File: config.mk
export PLATFORM = sky130hd
export DESIGN_NAME = out_trans
export DESIGN_NICKNAME = d
export VERILOG_FILES = /design/src/rtl/usb_pkg.sv /design/src/rtl/trans_counter.sv /design/src/rtl/out_trans.sv
export SDC_FILE = /design/constraint.sdc
export NUM_CORES = 1
export LEC_CHECK = 0
export ABC_CLOCK_PERIOD_IN_PS = 2760
export BUFFER_PORTS_ARGS = -buffer_cell sky130_fd_sc_hd__buf_2
export CAP_MARGIN = 25
export CORE_MARGIN = 5
export CORE_UTILIZATION = 45
export CTS_BUF_LIST = sky130_fd_sc_hd__clkbuf_8
export DETAILED_ROUTE_END_ITERATION = 10
export PLACE_DENSITY = 0.78
export SLEW_MARGIN = 10
export SYNTH_ARGS = -nofsm -noshare
export SYNTH_HDL_FRONTEND = slang
export SYNTH_SLANG_ARGS = --single-unit
export TNS_END_PERCENT = 1
File: constraint.sdc
create_clock -name clock -period 2.76 [get_ports clock]
set_clock_uncertainty 0.05 [all_clocks]
set_input_delay 0.69 -clock clock [delete_from_list [all_inputs] [get_ports clock]]
set_output_delay 0.69 -clock clock [all_outputs]
set_load 0.005 [all_outputs]
File: src/rtl/usb_pkg.sv
// Shared USB controller definitions: OUT-transaction FSM states, default
// timeout/retry limits and the PID codes used by the packet sender/receiver.
package usb_pkg;

    typedef enum logic [1:0] {
        IDLE           = 2'd0,
        WAIT_SEND_OUT  = 2'd1,
        WAIT_SEND_DATA = 2'd2,
        WAIT_RESPONSE  = 2'd3
    } out_state_t;

    localparam int DEF_TIMEOUT_CYCLES = 255;
    localparam int DEF_MAX_RETRIES    = 8;

    localparam logic [3:0] PID_OUT   = 4'b0001;
    localparam logic [3:0] PID_IN    = 4'b1001;
    localparam logic [3:0] PID_SOF   = 4'b0101;
    localparam logic [3:0] PID_SETUP = 4'b1101;
    localparam logic [3:0] PID_DATA0 = 4'b0011;
    localparam logic [3:0] PID_DATA1 = 4'b1011;
    localparam logic [3:0] PID_ACK   = 4'b0010;
    localparam logic [3:0] PID_NAK   = 4'b1010;
    localparam logic [3:0] PID_STALL = 4'b1110;

endpackage

File: src/rtl/trans_counter.sv
// Up-counter with synchronous clear (dominant) and increment; async reset to 0.
module trans_counter #(
    parameter int W = 4
) (
    input  logic         clock,
    input  logic         reset,
    input  logic         clr,
    input  logic         inc,
    output logic [W-1:0] count
);

    logic [W-1:0] count_q;
    logic [W-1:0] count_d;

    always_comb begin
        count_d = count_q;
        if (clr) begin
            count_d = '0;
        end else if (inc) begin
            count_d = count_q + W'(1);
        end
    end

    always_ff @(posedge clock or posedge reset) begin
        if (reset) begin
            count_q <= '0;
        end else begin
            count_q <= count_d;
        end
    end

    assign count = count_q;

endmodule

File: src/rtl/out_trans.sv
// Host OUT transaction engine: OUT token + DATA0, then ACK/NAK/timeout handling
// with independent NAK and timeout retry limits. OUT_TRANS_STATS_EN adds `attempts`.
module out_trans
    import usb_pkg::*;
#(
    parameter int TIMEOUT_CYCLES = DEF_TIMEOUT_CYCLES,
    parameter int MAX_RETRIES    = DEF_MAX_RETRIES
) (
    input  logic        clock,
    input  logic        reset,
    input  logic        start,
    input  logic [63:0] data_in,
    output logic        sending,
    output logic        done,
    output logic        success,
    output logic        failure,
    input  logic        sent,
    output logic        send_OUT,
    output logic        send_DATA0,
    output logic [63:0] data_out,
    input  logic        rec_start,
    input  logic        rec_ACK,
`ifdef OUT_TRANS_STATS_EN
    input  logic        rec_NAK,
    output logic [3:0]  attempts
`else
    input  logic        rec_NAK
`endif
);

    localparam logic [7:0] TO_LIMIT   = TIMEOUT_CYCLES[7:0];
    localparam logic [3:0] RETRY_LAST = 4'(MAX_RETRIES - 1);

    out_state_t  state_q, state_d;
    logic [63:0] data_q, data_d;

    logic        clk_clr, clk_inc, nak_clr, nak_inc, to_clr, to_inc;
    logic [7:0]  clk_cnt;
    logic [3:0]  nak_cnt;
    logic [3:0]  to_cnt;

    trans_counter #(.W(8)) u_clk_cnt (
        .clock (clock), .reset (reset), .clr (clk_clr), .inc (clk_inc), .count (clk_cnt)
    );
    trans_counter #(.W(4)) u_nak_cnt (
        .clock (clock), .reset (reset), .clr (nak_clr), .inc (nak_inc), .count (nak_cnt)
    );
    trans_counter #(.W(4)) u_to_cnt (
        .clock (clock), .reset (reset), .clr (to_clr), .inc (to_inc), .count (to_cnt)
    );

    always_comb begin
        state_d    = state_q;
        data_d     = data_q;
        sending    = 1'b0;
        done       = 1'b0;
        success    = 1'b0;
        failure    = 1'b0;
        send_OUT   = 1'b0;
        send_DATA0 = 1'b0;
        clk_clr    = 1'b0;
        clk_inc    = 1'b0;
        nak_clr    = 1'b0;
        nak_inc    = 1'b0;
        to_clr     = 1'b0;
        to_inc     = 1'b0;

        case (state_q)
            IDLE: begin
                if (start) begin
                    data_d   = data_in;
                    clk_clr  = 1'b1;
                    nak_clr  = 1'b1;
                    to_clr   = 1'b1;
                    send_OUT = 1'b1;
                    state_d  = WAIT_SEND_OUT;
                end
            end
            WAIT_SEND_OUT: begin
                if (sent) begin
                    send_DATA0 = 1'b1;
                    state_d    = WAIT_SEND_DATA;
                end else begin
                    sending = 1'b1;
                end
            end
            WAIT_SEND_DATA: begin
                if (sent) begin
                    clk_clr = 1'b1;
                    state_d = WAIT_RESPONSE;
                end else begin
                    sending = 1'b1;
                end
            end
            WAIT_RESPONSE: begin
                if (rec_ACK) begin
                    done    = 1'b1;
                    success = 1'b1;
                    state_d = IDLE;
                end else if (rec_NAK) begin
                    if (nak_cnt == RETRY_LAST) begin
                        done    = 1'b1;
                        failure = 1'b1;
                        state_d = IDLE;
                    end else begin
                        nak_inc  = 1'b1;
                        send_OUT = 1'b1;
                        state_d  = WAIT_SEND_OUT;
                    end
                end else if (rec_start) begin
                    // An arriving packet suspends the response timeout.
                    clk_clr = 1'b1;
                end else if (clk_cnt == TO_LIMIT) begin
                    if (to_cnt == RETRY_LAST) begin
                        done    = 1'b1;
                        failure = 1'b1;
                        state_d = IDLE;
                    end else begin
                        to_inc   = 1'b1;
                        clk_clr  = 1'b1;
                        send_OUT = 1'b1;
                        state_d  = WAIT_SEND_OUT;
                    end
                end else begin
                    clk_inc = 1'b1;
                end
            end
            default: state_d = IDLE;
        endcase
    end

    always_ff @(posedge clock or posedge reset) begin
        if (reset) begin
            state_q <= IDLE;
            data_q  <= '0;
        end else begin
            state_q <= state_d;
            data_q  <= data_d;
        end
    end

    assign data_out = data_q;

`ifdef OUT_TRANS_STATS_EN
    assign attempts = nak_cnt + to_cnt;
`endif

endmodule
Word-level counts from Yosys, hierarchy flattened --
Cells that the tools add are included.
Storage, ports and cells: register bits after elaboration 82, output and inout bits 70, logic and storage cells 81, input port bits 71
Cells by class: muxes and demuxes 55, $add $sub $neg 3, equal/unequal tests 11, reduce and logical (&&, ||, !) cells 7
Operator list (number):
- $mux 1 | 39
- $mux 4 | 4
- $mux 8 | 2
- $mux 2 | 7
- $add 4x1->4 const B | 2
- $add 8x1->8 const B | 1
- $eq 4x3->1 const B | 2
- $eq 8x8->1 const B | 1
- $ne 4x4->1 const B | 2
- $pmux 2 s4 | 1
- $ne 2x2->1 const B | 3
- $reduce_bool 2->1 | 3
- $reduce_and 5->1 | 1
- $eq 2x2->1 const B | 2
- $pmux 1 s3 | 1
- $eq 2x1->1 const B | 1
- $logic_not 2->1 | 1
- $pmux 1 s2 | 1
- $reduce_and 2->1 | 1
- $reduce_or 2->1 | 1

Longest topological paths before layout --
depth after elaboration 9, gate-level depth with buffers 7, mapped depth without buffers 6

Cells and area by module --
Synthesis repeated with hierarchy kept, for this count alone.
Unflattened totals: cell total of the unflattened synthesis 256, area, all modules 3553.4 um^2
Modules (own cells, without submodules):
- out_trans | sequential area each 1651.6 um^2, area an instance 2760.1 um^2, times used 1, cells each 184
- trans_counter at u_clk_cnt | sequential area each 200.2 um^2, area an instance 400.4 um^2, times used 1, cells each 38
- trans_counter at u_nak_cnt ... | sequential area each 100.1 um^2, area an instance 196.4 um^2, times used 2, cells each 17

Worst setup path after synthesis --
Ideal clock, no wire load.
path type reg-to-output, from register u_clk_cnt.count_q[0], in the netlist u_clk_cnt.count[0], to output done, slack 0.393 ns, buffers on the path 1, arrival time 1.627 ns, required time 2.020 ns, stages on the path, launching flop included 7, path through dfrtp_1 ha_1 nand4_4 or3_1 clkbuf_2 o21a_1 a21boi_0
On the way: cells in the longest elaborated chain, start to end 6
RTL lines:
- start, declared | RTL line trans_counter.sv:12 | logic [W-1:0] count_q;
- start signal, assigned | RTL line trans_counter.sv:28 | count_q <= count_d;
- $eq 8x8->1 | RTL line out_trans.sv:113 | end else if (clk_cnt == TO_LIMIT) begin
- $mux 1 | RTL line out_trans.sv:113
- $mux 1 | RTL line out_trans.sv:110 | end else if (rec_start) begin
- $mux 1 | RTL line out_trans.sv:100 | end else if (rec_NAK) begin
- $mux 1 | RTL line out_trans.sv:96 | if (rec_ACK) begin
- $mux 1 | RTL line out_trans.sv:68 | case (state_q)
- end, declared | RTL line out_trans.sv:14 | output logic done,
Every way passes these cells.

Worst setup path after layout --
from register u_clk_cnt.count_q[1], in the netlist u_clk_cnt.count[1], to output done
The elaborated chain is that of the path after synthesis.

==> metrics.yaml <==
synth:
  synth_edf_count: 0
  syn-cell-area_um2: 3560
  synth_seq_cells: 82
  postSynthNetCount: 474
  synthTopCellsByArea: "dfrtp_1 58%, nand2_1 21%, ha_1 3.2%"
  postSynthCellCount: 394
  yosysSeqAreaShare_pct: 57.6
  synth_flop_cell: "dfrtp_1"
  yosys_warnings: 0
  syn_area_per_cell_um2: 9.05
  synthArstFlopShare_pct: 100
  ys_types: 48
  yosys.area.top_type: "dfrtp_1"
  synth_top_area_share_pct: 57.6
setup_path:
  cp-end-kind: "output pin"
  cp-start-kind: "flip-flop"
  worstPathRequired_ns: 2.02
  regToRegEndpoint: "u_clk_cnt.count[7]"
  criticalPathCategory: "flip-flop to output pin"
  crit_start: "u_clk_cnt.count[1]"
  cp-endpoint: "done"
  r2r_slack_ns: 0.61
  crit_fanout: 7
  crit-reg2reg-launch: "state_q[1]"
  arrival_ns: 1.97
  ff2ff_path_depth: 5
global_routing:
  grt_max_degree: 66
  first_global_vias: 3242
  antenna_found_initial: 0
  overflow: 0
  grt_pass1_wl_mm: 14.4
  grt_use_total_pct: 17.8
cts:
  hold_buffers: 0
  cts_root_buf: "clkbuf_8"
  cts_tree: "built"
  h-tree-depth: 3
  worstSkewPairLatency_ns: 0.34
  cts.sinks: 82
  clkTransAtPathRegs_ns: 0.08
  ctsResizeCount: 2
  cts_buffers: 9
  cts_setup_buffers: 0
  clockBufferDepth: 2
layout:
  drive_gt1_share_pct: 33.1
  final_common_cell: "nand2_1"
  fin_nets: 618
  fin_cells: 643
  antenna_cells: 0
  mostFrequentLayoutCells: "196 x nand2_1, 140 x buf_2, 81 x dfrtp_1"
  area_growth_pct: 29.7
  final_util_pct: 59.8
floorplanning:
  die-area_um2: 9800
  dieHeight_um: 99
  core_um2: 7730
  start_util_pct: 46.1
  die_x_um: 99
  num_io_pins: 141
  fp-row-count: 32
timing:
  finalCritPeriodShare_pct: 98.1
  tightest_slew_ns: 0.669
  rsz0062_at_grt: "true"
  hold_viol: 0
  period_minus_slack_ns: 2.71
  fmax_ghz: 0.369
  max_slew_margin_pct: 55.4
  drv_slew: 0
  setup_viol: 0
  final.setup.tns_ns: 0
detailed_routing:
  drt-total-wl_mm: 8.75
  wl_per_cell_um: 13.6
  ant_nets: 0
  route.detailed.drc: 0
  num_vias: 3121
  first_pass_iters: 4
  drt-vias-per-instance: 4.85
  drtIter0Drc: 115
placed_design:
  port_buffers: 140
  gp_congestion: 0.863
  dp_hpwl_mm: 6.42
  place_inst: 629
job:
  max_cap_violations: 0
power_and_ir_drop:
  ir_worst_vdd_uv: 398
  powerDensity_nw_per_um2: 934
  power.leakage_nw: 2.62
status:
  status: "complete, no violations"
worst_hold_path:
  hold_class: "input port to asynchronous set/reset pin"
[layout make-up]
type | instances | area [um2]
fill | 688 | 3100
inverter | 6 | 26.3
sequential | 82 | 2050
tap | 102 | 128
clock inverter | 5 | 56.3
timing repair buffer | 149 | 781
clock buffer | 9 | 124
multi-input combinational | 290 | 1460
[Yosys cell counts, drive strengths merged (2+ instances only)]
master / count
nor3: 2
o211ai: 2
nor2b: 2
o21ai: 4
and2: 5
dfrtp: 82
inv: 6
mux2i: 2
ha: 9
o2111ai: 3
nand3: 4
nor4b: 2
nand4: 2
clkbuf: 14
nand2b: 2
or3: 3
nor2: 15
a21oi: 7
and3: 2
buf: 2
xor2: 6
xnor2: 3
nand2: 197
[where the power goes]
| part | switching [mW] | internal (mW) |
|---|---|---|
| clock | 0.429 | 0.409 |
| sequential | 0.271 | 1.67 |
| combinational | 0.844 | 0.697 |
| total | 1.54 | 2.78 |
[through the flow]
stage | power (mW) | worst slack (ns) | area (um2) | hold WS, ns
global route | 4.68 | -0.0602 | 4620 | 0.421
floorplan | 2.75 | 0.393 | 3570 | 0.420
global placement | 3.44 | 0.320 | 4420 | 0.402
finish | 4.32 | 0.0536 | 4620 | 0.384
detailed placement | 3.53 | 0.327 | 4420 | 0.408
CTS | 4.37 | 0.00697 | 4610 | 0.394
[routing by layer]
| metal | vias up | global-route usage (%) | part of all wire [%] |
|---|---|---|---|
| li1 | 1539 | - | - |
| met1 | 1472 | 21.4 | 42 |
| met2 | 100 | 31.1 | 50 |
| met3 | 10 | 4.03 | 6.8 |
| met4 | 0 | 6.62 | 1.2 |
| met5 | - | 0 | 0 |
[cells by family (layout without fill, tap and decap cells)]
logic type               Yosys count  count (layout)  share of synthesized area, %
AO/OA/AOI/OAI                     26              26                          4.95
XOR/XNOR                           9               9                          2.21
adder cells (fa/ha/maj)            9               9                          3.16
buffers and inverters             22             169                          2.35
flip-flops                        82              82                          57.6
multiplexers                       3               3                         0.878
AND/OR/NAND/NOR                  243             243                          28.9
[registers in the layout, indices dropped and copies added, names as in the netlist]
| signal | flops |
|---|---|
| u_to_cnt.count | 4 |
| data_out | 64 |
| u_nak_cnt.count | 4 |
| u_clk_cnt.count | 8 |
| state_q | 2 |
[worst max-delay path, cell delays in order, from the launching register on]
cell and delay (ns):
dfrtp_1 0.41, ha_4 0.18, nand4_4 0.15, or3_4 0.40
o21a_1 0.20, a21boi_0 0.15, buf_2 0.13
[how the worst min path moves through the flow]
stage | start | to | cells after the start
5_1_grt | reset | data_out[58] | 2
4_1_cts | reset | data_out[58] | 2
6_report | reset | data_out[58] | 2
2_1_floorplan | data_out[0] | data_out[0] | 2
3_3_place_gp | data_out[8] | data_out[8] | 2
3_5_place_dp | data_out[56] | data_out[56] | 2
Power figures use the tool's default switching activity.
